$ cat src/rtl/pipeline_ctrl_if.sv
// pipeline_ctrl_if: hazard/miss conditions in, stage enables, flushes and refill strobes out.
interface pipeline_ctrl_if;
    logic       mem_access;
    logic       dcache_hit;
    logic       mem_ready;
    logic       branch_taken;
    logic       id_ex_memread;
    logic [2:0] id_ex_rt;
    logic [2:0] if_id_rs;
    logic [2:0] if_id_rt;
    logic       pc_en;
    logic       if_id_en;
    logic       id_ex_en;
    logic       ex_mem_hit;
    logic       mem_wb_en;
    logic       if_id_flush;
    logic       id_ex_flush;
    logic       ex_mem_flush;
    logic       refill_req;
    logic [1:0] refill_word;
    logic       refill_we;
    logic       busy;
    logic [7:0] miss_count;

    modport master (
        input  mem_access, dcache_hit, mem_ready, branch_taken, id_ex_memread, id_ex_rt, if_id_rs, if_id_rt,
        output pc_en, if_id_en, id_ex_en, ex_mem_hit, mem_wb_en, if_id_flush, id_ex_flush, ex_mem_flush,
        output refill_req, refill_word, refill_we, busy, miss_count
    );

    modport slave (
        output mem_access, dcache_hit, mem_ready, branch_taken, id_ex_memread, id_ex_rt, if_id_rs, if_id_rt,
        input  pc_en, if_id_en, id_ex_en, ex_mem_hit, mem_wb_en, if_id_flush, id_ex_flush, ex_mem_flush,
        input  refill_req, refill_word, refill_we, busy, miss_count
    );
endinterface

$ cat src/rtl/pipeline_ctrl.sv
// pipeline_ctrl: stalls the pipeline across a 4-word dcache refill and resolves branch flushes and load-use stalls.
module pipeline_ctrl (
    input logic           clk,
    input logic           rst,
    pipeline_ctrl_if.master bus
);
    localparam logic [1:0] RUN    = 2'b00;
    localparam logic [1:0] REFILL = 2'b01;
    localparam logic [1:0] RESUME = 2'b10;

    logic [1:0] state;
    logic [1:0] cnt;
    logic [7:0] misses;
    logic       miss, hazard, run, refill, done;
    logic [4:0] en;
    logic [2:0] fl;

    assign miss   = bus.mem_access & ~bus.dcache_hit;
    assign hazard = bus.id_ex_memread & (bus.id_ex_rt != 3'd0) &
                    ((bus.id_ex_rt == bus.if_id_rs) | (bus.id_ex_rt == bus.if_id_rt));
    assign run    = state == RUN;
    assign refill = state == REFILL;
    assign done   = refill & bus.mem_ready & (cnt == 2'd3);

    // Branch outranks the load-use stall: the stalled ID instruction is flushed anyway.
    assign en = (rst | ~run | miss) ? 5'b00000 :
                (hazard & ~bus.branch_taken) ? 5'b00111 : 5'b11111;
    assign fl = rst ? 3'b111 :
                (~run | miss) ? 3'b000 :
                bus.branch_taken ? 3'b111 :
                hazard ? 3'b010 : 3'b000;

    assign {bus.pc_en, bus.if_id_en, bus.id_ex_en, bus.ex_mem_hit, bus.mem_wb_en} = en;
    assign {bus.if_id_flush, bus.id_ex_flush, bus.ex_mem_flush} = fl;
    assign bus.refill_req  = refill & ~rst;
    assign bus.refill_we   = refill & ~rst & bus.mem_ready;
    assign bus.refill_word = cnt;
    assign bus.busy        = ~run;
    assign bus.miss_count  = misses;

    always_ff @(posedge clk) begin
        if (rst) begin
            state  <= RUN;
            cnt    <= 2'd0;
            misses <= 8'd0;
        end else begin
            state  <= run ? (miss ? REFILL : RUN) : refill ? (done ? RESUME : REFILL) : RUN;
            cnt    <= run ? 2'd0 : (refill & bus.mem_ready) ? cnt + 2'd1 : cnt;
            misses <= (done & (misses != 8'hff)) ? misses + 8'd1 : misses;
        end
    end
endmodule

$ cat src/flat_wrapper.sv
// flat-port wrapper written by rule: the top's interface ports become plain ports
module pipeline_ctrl_flat 
  (clk, rst, bus_mem_access, bus_dcache_hit, bus_mem_ready, bus_branch_taken, bus_id_ex_memread, bus_id_ex_rt, bus_if_id_rs, bus_if_id_rt, bus_pc_en, bus_if_id_en, bus_id_ex_en, bus_ex_mem_hit, bus_mem_wb_en, bus_if_id_flush, bus_id_ex_flush, bus_ex_mem_flush, bus_refill_req, bus_refill_word, bus_refill_we, bus_busy, bus_miss_count);
  pipeline_ctrl_if bus_i ();
  input logic clk;
  input logic rst;
  input wire logic [$bits(bus_i.mem_access)-1:0] bus_mem_access;
  input wire logic [$bits(bus_i.dcache_hit)-1:0] bus_dcache_hit;
  input wire logic [$bits(bus_i.mem_ready)-1:0] bus_mem_ready;
  input wire logic [$bits(bus_i.branch_taken)-1:0] bus_branch_taken;
  input wire logic [$bits(bus_i.id_ex_memread)-1:0] bus_id_ex_memread;
  input wire logic [$bits(bus_i.id_ex_rt)-1:0] bus_id_ex_rt;
  input wire logic [$bits(bus_i.if_id_rs)-1:0] bus_if_id_rs;
  input wire logic [$bits(bus_i.if_id_rt)-1:0] bus_if_id_rt;
  output wire logic [$bits(bus_i.pc_en)-1:0] bus_pc_en;
  output wire logic [$bits(bus_i.if_id_en)-1:0] bus_if_id_en;
  output wire logic [$bits(bus_i.id_ex_en)-1:0] bus_id_ex_en;
  output wire logic [$bits(bus_i.ex_mem_hit)-1:0] bus_ex_mem_hit;
  output wire logic [$bits(bus_i.mem_wb_en)-1:0] bus_mem_wb_en;
  output wire logic [$bits(bus_i.if_id_flush)-1:0] bus_if_id_flush;
  output wire logic [$bits(bus_i.id_ex_flush)-1:0] bus_id_ex_flush;
  output wire logic [$bits(bus_i.ex_mem_flush)-1:0] bus_ex_mem_flush;
  output wire logic [$bits(bus_i.refill_req)-1:0] bus_refill_req;
  output wire logic [$bits(bus_i.refill_word)-1:0] bus_refill_word;
  output wire logic [$bits(bus_i.refill_we)-1:0] bus_refill_we;
  output wire logic [$bits(bus_i.busy)-1:0] bus_busy;
  output wire logic [$bits(bus_i.miss_count)-1:0] bus_miss_count;
  assign bus_i.mem_access = bus_mem_access;
  assign bus_i.dcache_hit = bus_dcache_hit;
  assign bus_i.mem_ready = bus_mem_ready;
  assign bus_i.branch_taken = bus_branch_taken;
  assign bus_i.id_ex_memread = bus_id_ex_memread;
  assign bus_i.id_ex_rt = bus_id_ex_rt;
  assign bus_i.if_id_rs = bus_if_id_rs;
  assign bus_i.if_id_rt = bus_if_id_rt;
  assign bus_pc_en = bus_i.pc_en;
  assign bus_if_id_en = bus_i.if_id_en;
  assign bus_id_ex_en = bus_i.id_ex_en;
  assign bus_ex_mem_hit = bus_i.ex_mem_hit;
  assign bus_mem_wb_en = bus_i.mem_wb_en;
  assign bus_if_id_flush = bus_i.if_id_flush;
  assign bus_id_ex_flush = bus_i.id_ex_flush;
  assign bus_ex_mem_flush = bus_i.ex_mem_flush;
  assign bus_refill_req = bus_i.refill_req;
  assign bus_refill_word = bus_i.refill_word;
  assign bus_refill_we = bus_i.refill_we;
  assign bus_busy = bus_i.busy;
  assign bus_miss_count = bus_i.miss_count;
  pipeline_ctrl u_core (.clk(clk), .rst(rst), .bus(bus_i));
endmodule
$ cat config.mk
export PLATFORM = sky130hd
export DESIGN_NAME = pipeline_ctrl_flat
export DESIGN_NICKNAME = d
export VERILOG_FILES = /design/src/rtl/pipeline_ctrl_if.sv /design/src/rtl/pipeline_ctrl.sv /design/src/flat_wrapper.sv
export SDC_FILE = /design/constraint.sdc
export NUM_CORES = 1
export LEC_CHECK = 0
export CAP_MARGIN = 10
export CORE_MARGIN = 2
export CORE_UTILIZATION = 48
export DETAILED_ROUTE_END_ITERATION = 6
export DONT_BUFFER_PORTS = 1
export GPL_ROUTABILITY_DRIVEN = 0
export PLACE_DENSITY = 0.64
export SYNTH_ARGS = -nofsm -noshare
export SYNTH_HDL_FRONTEND = slang
export SYNTH_SLANG_ARGS = --single-unit
export TNS_END_PERCENT = 100
$ cat constraint.sdc
create_clock -name clk -period 3.5 [get_ports clk]
set_input_delay 1.05 -clock clk [delete_from_list [all_inputs] [get_ports clk]]
set_output_delay 1.05 -clock clk [all_outputs]
set_load 0.05 [all_outputs]
# Yosys cells after proc, flatten, opt, wreduce, memory -nomap -nowiden
# Cells that the tools add are included.
dict set report totals {
  elab_cells 40
  output_inout_bits 21
  register_bits 12
  input_bits 16
}
dict set report op_classes {
  muxes 10
  bitwise_logic 17
  n_reduce_logical 3
  eq_ne 5
  addsub 2
}
# cell n
set op_table {}
lappend op_table {{two-way mux 5 bit} 2}
lappend op_table {{bitwise AND 1 bit} 9}
lappend op_table {{two-way mux 3 bit} 3}
lappend op_table {{adder 8 x 1 -> 8 bit (second input constant)} 1}
lappend op_table {{two-way mux 2 bit} 4}
lappend op_table {{inequality test 8 bit (second input constant)} 1}
lappend op_table {{equality test 3 bit} 2}
lappend op_table {{NOT 1 bit} 4}
lappend op_table {{bitwise OR 1 bit} 4}
lappend op_table {{nonzero test 3 bit} 1}
lappend op_table {{adder 2 x 1 -> 2 bit (second input constant)} 1}
lappend op_table {{equality test 2 x 1 -> 1 bit (second input constant)} 1}
lappend op_table {{equality test 2 bit (second input constant)} 1}
lappend op_table {{zero test 2 bit} 1}
lappend op_table {{OR reduction 2 bit} 1}
lappend op_table {{two-way mux 1 bit} 1}

# Logic depth before layout (Yosys ltp)
# Gate-level depths: netlist of the first run.
dict set report depth {
  depth_word 7
  ltp_mapped 6
  depth_no_buf 5
}

# Worst setup path after synthesis of the first run
# Ideal clock, no wire load.
dict set report synth_path {
  path_kind {input-to-output}
  startpoint {input bus_mem_access}
  endpoint {output bus_pc_en}
  path_buffers 1
  path_slack_ns -0.608
  arrival_ns 3.058
  t_required_ns 2.450
  stages 5
  path_cell_list {nor2b_1 > or2_0 > nor2_1 > o31a_1 > buf_4}
}
dict set report synth_via {
  elab_chain_cells 3
}
# element line_no
set synth_lines {}
lappend synth_lines {{start: declaration} flat_wrapper.sv:7} ;# input wire logic [$bits(bus_i.mem_access)-1:0] bus_mem_access;
lappend synth_lines {{bitwise AND 1 bit} pipeline_ctrl.sv:18} ;# assign miss = bus.mem_access & ~bus.dcache_hit;
lappend synth_lines {{bitwise OR 1 bit} pipeline_ctrl.sv:26} ;# assign en = (rst | ~run | miss) ? 5'b00000 :
lappend synth_lines {{two-way mux 5 bit} pipeline_ctrl.sv:26}
lappend synth_lines {{end: declaration} flat_wrapper.sv:15} ;# output wire logic [$bits(bus_i.pc_en)-1:0] bus_pc_en;
# No other way between the ends.

# Worst setup path in the final report of the first run
dict set report layout_path {
  startpoint {input bus_id_ex_rt[1]}
  endpoint {output bus_pc_en}
}
dict set report layout_via {
  elab_chain_cells 6
  elab_cells_between_ends 9
  classes_between {eq/ne: 2; mux: 2; bitwise: 4; reduce/logical: 1}
}
# element line_no
set layout_lines {}
lappend layout_lines {{start: declaration} flat_wrapper.sv:12} ;# input wire logic [$bits(bus_i.id_ex_rt)-1:0] bus_id_ex_rt;
lappend layout_lines {{equality test 3 bit or nonzero test 3 bit (tied branches)} {pipeline_ctrl.sv:20, pipeline_ctrl.sv:19}}
lappend layout_lines {{bitwise OR 1 bit or bitwise AND 1 bit (tied branches)} {pipeline_ctrl.sv:20, pipeline_ctrl.sv:19}}
lappend layout_lines {{bitwise AND 1 bit (*)} pipeline_ctrl.sv:19} ;# assign hazard = bus.id_ex_memread & (bus.id_ex_rt != 3'd0) &
lappend layout_lines {{bitwise AND 1 bit (*)} pipeline_ctrl.sv:27} ;# (hazard & ~bus.branch_taken) ? 5'b00111 : 5'b11111;
lappend layout_lines {{two-way mux 5 bit (*)} pipeline_ctrl.sv:27}
lappend layout_lines {{two-way mux 5 bit (*)} pipeline_ctrl.sv:26}
# Every way passes the cells marked *; elsewhere a longest branch is shown, timed or not.

==> results of run 1 <==
## per-layer routing
layer  vias to the layer above  GRT usage  wire, µm
met2                        21      0.250       677
met1                       263      0.174       480
met4                         0     0.0606        10
met3                         2     0.0792       112
li1                        297          -         -
met5                         -          0         0
## cell families (layout without fill, tap and decap cells)
kind of cell             Yosys count  count (layout)  share of synthesized area
AND/OR/NAND/NOR                   38              38                      0.282
flip-flops                        12              12                      0.313
AO/OA/AOI/OAI                     11              11                      0.122
XOR/XNOR                          11              11                      0.125
buffers and inverters              9              11                     0.0733
multiplexers                       3               3                     0.0521
adder cells (fa/ha/maj)            2               2                     0.0326
## cell type report
cell class | count | area share
Inverter | 2 | 0.00882
Clock buffer | 4 | 0.0426
Multi-Input combinational cell | 65 | 0.584
Tap cell | 16 | 0.0235
Timing Repair Buffer | 5 | 0.0588
Sequential cell | 12 | 0.282
## cell usage in the layout, fill, tap and decap left out, types with 3 or more instances in the layout
cell type / synthesis / layout
buf_4: 4 / 4
clkbuf_4: 0 / 3
dfxtp_1: 12 / 12
nor2_1: 14 / 13
nor2b_1: 4 / 4
xnor2_1: 3 / 3
xor2_1: 8 / 8
## state kept, by name (all words and copies together) (netlist names)
name                    cells
u_core.bus.miss_count       8
u_core.bus.refill_word      2
u_core.state                2
## worst max-delay path by stage
stage	from	to	slack [ns]
after floorplan	bus_mem_access	bus_pc_en	-0.18
after global placement	bus_id_ex_rt[1]	bus_pc_en	0.47
after detailed placement	bus_id_ex_rt[1]	bus_pc_en	0.44
after CTS	bus_id_ex_rt[1]	bus_pc_en	0.44
after global routing	bus_id_ex_rt[1]	bus_pc_en	0.39
final	bus_id_ex_rt[1]	bus_pc_en	0.45
## synthesized netlist by cell type, types with 2 or more instances
cell / instances
clkbuf_1: 2
nor2b_1: 4
nand3_1: 2
xnor2_1: 3
inv_1: 2
mux2_4: 2
a21oi_1: 2
ha_1: 2
nor3_1: 2
and3_1: 2
buf_4: 4
nand2_1: 2
nor2_1: 14
and2_1: 2
o31ai_1: 2
nor2_2: 2
dfxtp_1: 12
xor2_1: 8
## power groups by stage
stage	Clock [mW]	Sequential, mW	Combinational, mW
final	0.109	0.140	0.0643
after CTS	0.113	0.140	0.0648
after global placement	0	0.143	0.0643
after floorplan	0	0.143	0.0604
after detailed placement	0	0.144	0.0647
after global routing	0.119	0.141	0.0682
## worst min-delay path: cells and delay by family, from the launching register on
kind | cells | cell delay (ns)
and+or+nand+nor | 2 | 0.16
DFF | 1 | 0.35
## metrics by stage
stage               cell area, µm²  power, mW  TNS (ns)
detailed placement             815      0.208         0
global placement               815      0.208         0
floorplan                      788      0.204    -0.180
finish                         851      0.313         0
global route                   851      0.327         0
CTS                            851      0.318         0
==> flow_metrics.py, run 1 <==
metrics = {
    "outcome": {
        "status": "completed",
    },
    "synth": {
        "ys_types": 35,
        "synth_top_area_frac": 0.313,
        "synth.avg_cell_area_um2": 8.93,
        "synthCells": 86,
        "synth_ff_type": "dfxtp_1",
        "ys_seq_area_frac": 0.313,
        "synth_edf_count": 0,
        "yosysTopAreaCell": "dfxtp_1",
        "syn_area_um2": 768,
        "ys_ff_latch": 12,
        "synth_warnings": 0,
        "synth_nets": 104,
        "async_reset_ff_frac": 0,
        "synth_area_leaders": "dfxtp_1 (31%), xor2_1 (9.1%), nor2_1 (6.8%), buf_4 (3.9%), mux2_4 (3.9%)",
    },
    "worst_setup_path": {
        "critPathArrivalTime_ns": 2.00,
        "start_kind": "input port",
        "cp.required_ns": 2.45,
        "slowest_delay_ns": 0.36,
        "crit_fanout": 3,
        "cp_top_family": "compound AO/OA/AOI/OAI gates",
        "critical_path.cell_chain": "xor2_1 -> nor3_1 -> a31oi_1 -> o31a_2 -> buf_12",
        "r2r_end": "u_core.bus.miss_count[5]",
        "r2r-start": "u_core.bus.refill_word[0]",
        "cp_slowest_cell": "o31a_2",
        "worst-path-buf-inv": 1,
        "rr_worst_depth": 5,
        "cp.depth": 5,
        "setup.worst_path.end_class": "output pin",
        "criticalPathCategory": "input port to output pin",
        "rrSetupSlack_ns": 1.49,
    },
    "drt": {
        "drt-wirelength-per-cell_um": 12.3,
        "route.detailed.drc": 0,
        "wirelength_um": 1280,
        "drt-initial-drc-count": 6,
        "via_per_inst": 5.61,
        "vias": 583,
        "dr.pass1.iters": 3,
        "ant_nets": 0,
    },
    "power_and_ir_drop": {
        "intPower_uw": 221,
        "netSwitchingPower_uw": 92.9,
        "power_frac_seq": 0.448,
        "p_leak_nw": 0.354,
        "switching_share": 0.296,
        "pwr-share-clk": 0.347,
        "power_density_mw_per_mm2": 368,
        "ir_drop_mv": 0.193,
        "comb_power_share": 0.205,
    },
    "hold_path": {
        "hold_class": "register to register",
        "hold_end": "u_core.state[0]",
        "min_from": "u_core.state[0]",
        "hold_path_depth": 2,
    },
    "cells_and_area": {
        "syn_to_final_growth_pct": 10.7,
        "instances_no_fill": 104,
        "antenna_cells": 0,
        "utilization": 0.565,
        "fillCellCount": 141,
        "drive_gt1_frac": 0.250,
        "layout.nets": 107,
        "seqCellArea_um2": 240,
        "multiInputGateArea_um2": 497,
    },
    "sta": {
        "final.setup.worst_slack_ns": 0.447,
        "setup_viol": 0,
        "slew_headroom": 0.551,
        "skew_ns": 0.00422,
        "period_share": 0.872,
        "whs_ns": 0.551,
        "fmax_mhz": 328,
        "finalMaxSlewViolations": 0,
        "period_needed_ns": 3.05,
        "worstMarginPinSlew_ns": 0.673,
        "rsz0062_at_grt": "false",
        "hold_viol": 0,
    },
    "clock_network": {
        "cts_resized": 0,
        "cts_buffer_depth": 2,
        "clkTransAtPathRegs_ns": 0.08,
        "cts_tree": "built",
        "cts.sinks": 12,
        "htree_levels": 1,
        "postCtsSetupBuffers": 0,
        "clkLatencyLatePin_ns": 0.27,
        "cts_hold_buf": 0,
        "numCtsBuffers": 3,
        "root_buffer": "clkbuf_4",
    },
    "floorplanning": {
        "die_h_um": 44.0,
        "rows": 14,
        "die_area_mm2": 0.00194,
        "fp.dieW_um": 44.0,
        "start_util": 0.510,
        "pin_count": 37,
        "core_mm2": 0.00151,
    },
    "grt": {
        "grt_max_degree": 18,
        "grt_pass1_wl_um": 2240,
        "grt_pass1_vias": 539,
        "grt_usage": 0.156,
        "antenna_found_initial": 0,
        "overflow": 0,
    },
    "placed_design": {
        "dp.cells": 100,
        "port_buffers": 0,
        "place_ws_ns": 0.439,
        "dpl.hpwl_um": 1010,
    },
    "run": {
        "cap_violations": 0,
    },
}
Power figures use the tool's default switching activity.
==> run 2: changes to the inputs <==
--- a/config.mk
+++ b/config.mk
@@ -6,7 +6,7 @@
 export NUM_CORES = 1
 export LEC_CHECK = 0
 export CAP_MARGIN = 10
-export CORE_MARGIN = 2
+export CORE_MARGIN = 1
 export CORE_UTILIZATION = 48
 export DETAILED_ROUTE_END_ITERATION = 6
 export DONT_BUFFER_PORTS = 1
==> run 2 against run 1 <==
Effect of this change:
- count of clock-buffer cells in the layout shrank 1
- flip-flop and latch count is the same
- critical path depth did not move
- setup slack worse by 0.0020 ns
- final cell count decreased by 0.96%
- clock skew fell by 0.0026 ns
- via count is 2.7% lower
==> flow_metrics.py, run 2 (same netlist as run 1, synthesis figures left out) <==
metrics = {
    "cells_and_area": {
        "layout.nets": 107,
        "post-route-cell-area_um2": 837,
        "drive_gt1_frac": 0.241,
        "antenna_cells": 0,
        "largest_reg_flops": 8,
        "layout_commonest_cell": "nor2_1",
        "final_cell_mix": "nor2_1 (13), dfxtp_1 (12), xor2_1 (8)",
        "fillCellCount": 153,
        "syn_to_final_growth_pct": 8.96,
    },
    "sta": {
        "slew_headroom": 0.551,
        "period_share": 0.873,
        "period_needed_ns": 3.06,
        "worstMarginPinSlew_ns": 0.672,
        "rsz0062_at_grt": "false",
        "setup_viol": 0,
        "skew_ns": 0.00163,
        "finalMaxSlewViolations": 0,
        "hold_viol": 0,
        "fmax_mhz": 327,
        "fin_tns_setup_ns": 0,
    },
    "worst_setup_path": {
        "critPathArrivalTime_ns": 2.01,
        "r2r_end": "u_core.bus.miss_count[5]",
        "rr_worst_depth": 5,
        "crit_fanout": 3,
        "start_kind": "input port",
        "worst-path-buf-inv": 1,
        "slowest_delay_ns": 0.38,
        "cp_slowest_cell": "o31a_2",
        "cp.required_ns": 2.45,
        "rrSetupSlack_ns": 1.51,
        "critical_path.cell_chain": "xor2_1 -> nor3_1 -> a31oi_1 -> o31a_2 -> buf_12",
        "cp_top_family": "compound AO/OA/AOI/OAI gates",
        "setup.worst_path.end_class": "output pin",
        "criticalPathCategory": "input port to output pin",
        "r2r-start": "u_core.bus.refill_word[0]",
    },
    "power_and_ir_drop": {
        "pwr-share-clk": 0.280,
        "switching_share": 0.310,
        "intPower_uw": 197,
        "netSwitchingPower_uw": 88.4,
        "power_density_mw_per_mm2": 341,
        "ir_drop_mv": 0.211,
        "power_frac_seq": 0.492,
        "comb_power_share": 0.228,
        "p_leak_nw": 0.347,
    },
    "placed_design": {
        "placed_area_um2": 815,
        "dpl.hpwl_um": 1050,
        "port_buffers": 0,
    },
    "grt": {
        "grt_usage": 0.178,
        "antenna_found_initial": 0,
        "grt_pass1_wl_um": 2400,
        "overflow": 0,
        "grt_pass1_vias": 580,
        "grt_max_degree": 18,
    },
    "floorplanning": {
        "pin_count": 37,
        "rows": 14,
        "die_area_mm2": 0.00176,
        "start_util": 0.510,
        "die_h_um": 42.0,
        "fp.dieW_um": 42.0,
        "core_mm2": 0.00151,
    },
    "clock_network": {
        "cts_buffer_depth": 2,
        "cts_tree": "built",
        "cts_hold_buf": 0,
        "clkTransAtPathRegs_ns": 0.07,
        "htree_levels": 1,
        "root_buffer": "clkbuf_4",
        "clkLatencyLatePin_ns": 0.26,
        "postCtsSetupBuffers": 0,
        "cts.sinks": 12,
        "cts_resized": 0,
        "numCtsBuffers": 3,
    },
    "hold_path": {
        "hold_class": "register to register",
        "hold_end": "u_core.state[0]",
        "hold_path_depth": 2,
        "min_from": "u_core.state[0]",
    },
    "drt": {
        "drt-wirelength-per-cell_um": 12.7,
        "ant_nets": 0,
        "drt-initial-drc-count": 1,
        "wirelength_um": 1310,
        "dr.pass1.iters": 3,
        "route.detailed.drc": 0,
        "vias": 567,
        "via_per_inst": 5.50,
    },
    "run": {
        "cap_violations": 0,
    },
    "outcome": {
        "status": "completed",
    },
}
run 2: cell count changes in the layout (fill, tap and decap cells not counted), sizes merged:
cell	before	now
clkbuf	4	3
run 2: per-layer routing:
layer	wire length, µm	vias to the layer above	track usage
met5	0	-	0
met4	10	0	0.0581
met3	89	2	0.0733
met2	677	21	0.291
met1	529	253	0.213
li1	-	291	-
run 2: area by class of cell:
type	instances	area (µm²)	area share
inverters	2	7.51	0.00897
clock buffers	3	22.5	0.0269
multi-input cells	65	497	0.593
repair buffers	5	50.0	0.0598
well taps	16	20.0	0.0239
flip-flops and latches	12	240	0.287
run 2: through the flow:
step                      power, mW  std cells  hold slack (ns)  utilization  worst slack (ns)
after floorplan               0.204         86            0.510            -            -0.180
after global placement        0.208        100            0.539        0.541             0.474
after detailed placement      0.209        100            0.544        0.541             0.449
after CTS                     0.290        103            0.555        0.556             0.445
after global routing          0.302        103            0.621        0.556             0.324
final                         0.285        103            0.560        0.556             0.445
run 2: worst register-to-register path: cells and delay by family, from the launching register on:
family,cells,cell delay (ns)
DFF,1,0.68
and+or+nand+nor,2,0.53
muxes,1,0.30
adders and majority gates,1,0.23
AOI/OAI and AO/OA,1,0.15
run 2: how the worst max path moves through the flow:
stage,from,end,cells after the start
after CTS,bus_id_ex_rt[1],bus_pc_en,5
after global routing,bus_id_ex_rt[1],bus_if_id_en,5
after floorplan,bus_mem_access,bus_pc_en,5
after global placement,bus_id_ex_rt[1],bus_pc_en,5
after detailed placement,bus_id_ex_rt[1],bus_pc_en,5
final,bus_id_ex_rt[1],bus_pc_en,5
run 2: power by group through the flow:
stage | logic, mW | clock network (mW) | registers, mW
global placement | 0.0643 | 0 | 0.143
floorplan | 0.0604 | 0 | 0.143
CTS | 0.0654 | 0.0844 | 0.140
finish | 0.0650 | 0.0800 | 0.140
detailed placement | 0.0652 | 0 | 0.144
global route | 0.0696 | 0.0914 | 0.141
==> run 3: changes to the inputs <==
--- a/config.mk
+++ b/config.mk
@@ -11,6 +11,8 @@
 export DETAILED_ROUTE_END_ITERATION = 6
 export DONT_BUFFER_PORTS = 1
 export GPL_ROUTABILITY_DRIVEN = 0
+export GPL_TIMING_DRIVEN = 0
+export MAX_ROUTING_LAYER = met4
 export PLACE_DENSITY = 0.64
 export SYNTH_ARGS = -nofsm -noshare
 export SYNTH_HDL_FRONTEND = slang
==> run 3 against run 2 <==
Effect of this change:
- final area grew 1.3%
- flip-flop and latch count unchanged
- non-clock buffer count up 2
- first-iteration DRC count stayed put
- combinational power increased by 4.5%
- maximum frequency shrank 11%
- die area unchanged
- critical path type unchanged
- largest cell class unchanged
==> flow_metrics.py, run 3 (same netlist as run 1, synthesis figures left out) <==
metrics = {
    "drt": {
        "drt-wirelength-per-cell_um": 13.1,
        "dr.pass1.iters": 2,
        "route.detailed.drc": 0,
        "ant_nets": 0,
        "vias": 596,
        "drt-initial-drc-count": 1,
        "wirelength_um": 1380,
        "via_per_inst": 5.68,
    },
    "grt": {
        "grt_max_degree": 11,
        "grt_usage": 0.170,
        "grt_pass1_wl_um": 2270,
        "overflow": 0,
        "grt_pass1_vias": 571,
        "antenna_found_initial": 0,
    },
    "sta": {
        "skew_ns": 0.00165,
        "setup_viol": 0,
        "rsz0062_at_grt": "false",
        "hold_viol": 0,
        "worstMarginPinSlew_ns": 0.951,
        "period_share": 0.981,
        "finalMaxSlewViolations": 0,
        "period_needed_ns": 3.43,
        "fmax_mhz": 291,
        "slew_headroom": 0.362,
    },
    "worst_setup_path": {
        "critical_path.cell_chain": "clkbuf_1 -> nor3b_4 -> and2_1",
        "slowest_delay_ns": 0.58,
        "cp-endpoint": "bus_refill_we",
        "crit_fanout": 8,
        "cp.required_ns": 2.45,
        "cp_slowest_cell": "nor3b_4",
        "r2r_end": "u_core.bus.miss_count[5]",
        "critPathArrivalTime_ns": 2.38,
        "criticalPathCategory": "input port to output pin",
        "start_kind": "input port",
        "rr_worst_depth": 5,
        "setup.worst_path.end_class": "output pin",
        "r2r-start": "u_core.bus.miss_count[0]",
        "crit_start": "rst",
        "rrSetupSlack_ns": 1.59,
    },
    "floorplanning": {
        "rows": 14,
        "die_h_um": 42.0,
        "pin_count": 37,
        "start_util": 0.510,
        "core_mm2": 0.00151,
        "die_area_mm2": 0.00176,
        "fp.dieW_um": 42.0,
    },
    "clock_network": {
        "cts_buffer_depth": 2,
        "root_buffer": "clkbuf_4",
        "htree_levels": 1,
        "cts_hold_buf": 0,
        "numCtsBuffers": 3,
        "clkLatencyLatePin_ns": 0.26,
        "clkTransAtPathRegs_ns": 0.07,
        "cts_tree": "built",
        "postCtsSetupBuffers": 0,
        "cts.sinks": 12,
    },
    "power_and_ir_drop": {
        "p_leak_nw": 0.358,
        "netSwitchingPower_uw": 93.8,
        "ir_drop_mv": 0.223,
        "power_frac_seq": 0.485,
        "pwr-share-clk": 0.281,
        "switching_share": 0.324,
        "comb_power_share": 0.234,
        "intPower_uw": 196,
        "power_density_mw_per_mm2": 342,
    },
    "cells_and_area": {
        "drive_gt1_frac": 0.270,
        "final_cell_mix": "nor2_1 (13), dfxtp_1 (12), xor2_1 (8)",
        "syn_to_final_growth_pct": 10.4,
        "layout_commonest_cell": "nor2_1",
        "layout.nets": 109,
        "utilization": 0.563,
        "post-route-cell-area_um2": 848,
        "antenna_cells": 0,
        "largest_reg_flops": 8,
    },
    "placed_design": {
        "port_buffers": 0,
        "dpl.hpwl_um": 1110,
        "placed_area_um2": 808,
    },
    "outcome": {
        "status": "completed",
    },
    "run": {
        "cap_violations": 0,
    },
    "hold_path": {
        "hold_class": "register to register",
    },
}
run 3: through the flow:
| step | hold WS [ns] | cells | total power [mW] | TNS (ns) | setup WS [ns] |
|---|---|---|---|---|---|
| after floorplan | 0.510 | 86 | 0.204 | -0.180 | -0.180 |
| after global placement | 0.538 | 102 | 0.207 | -0.391 | -0.231 |
| after detailed placement | 0.545 | 102 | 0.208 | -0.425 | -0.258 |
| after CTS | 0.562 | 105 | 0.294 | 0 | 0.0454 |
| after global routing | 0.609 | 105 | 0.301 | 0 | 0.0294 |
| final | 0.563 | 105 | 0.290 | 0 | 0.0674 |
run 3: final cells by class:
class / count / area [µm²]
Tap cell: 16 / 20.0
Multi-Input combinational cell: 65 / 504
Sequential cell: 12 / 240
Clock buffer: 3 / 22.5
Fill cell: 149 / 658
Inverter: 2 / 7.51
Buffer: 7 / 53.8
run 3: worst min path at each step:
stage,depth (start not counted),end,slack (ns),startpoint
CTS,2,u_core.state[0],0.56,u_core.state[0]
detailed placement,2,u_core.state[0],0.54,u_core.state[0]
floorplan,2,u_core.state[0],0.51,u_core.state[0]
global route,2,u_core.state[0],0.61,u_core.state[0]
finish,2,u_core.state[0],0.56,u_core.state[0]
global placement,2,u_core.state[0],0.54,u_core.state[0]
run 3: layer usage:
layer | global-route usage | part of all wire | vias up
li1 | - | - | 299
met1 | 0.185 | 0.41 | 273
met2 | 0.284 | 0.50 | 22
met3 | 0.0776 | 0.076 | 2
met4 | 0.0387 | 0.0065 | 0
met5 | - | 0 | -
run 3: power groups by stage:
stage          Combinational, mW  Clock, mW  Sequential [mW]
2_1_floorplan             0.0604          0            0.143
5_1_grt                   0.0716     0.0890            0.141
3_5_place_dp              0.0646          0            0.144
4_1_cts                   0.0675     0.0859            0.140
6_report                  0.0679     0.0815            0.140
3_3_place_gp              0.0637          0            0.144
run 3: what timing repair did:
item                                    4_1_cts  5_1_grt
gates resized for setup                       4        2
pin swaps                                     0        1
endpoints found under the setup margin        3        1
run 3: critical path, delay by kind of cell:
| kind | cells | cell delay [ns] |
|---|---|---|
| and+or+nand+nor | 2 | 1.10 |
| buffers and inverters | 1 | 0.22 |
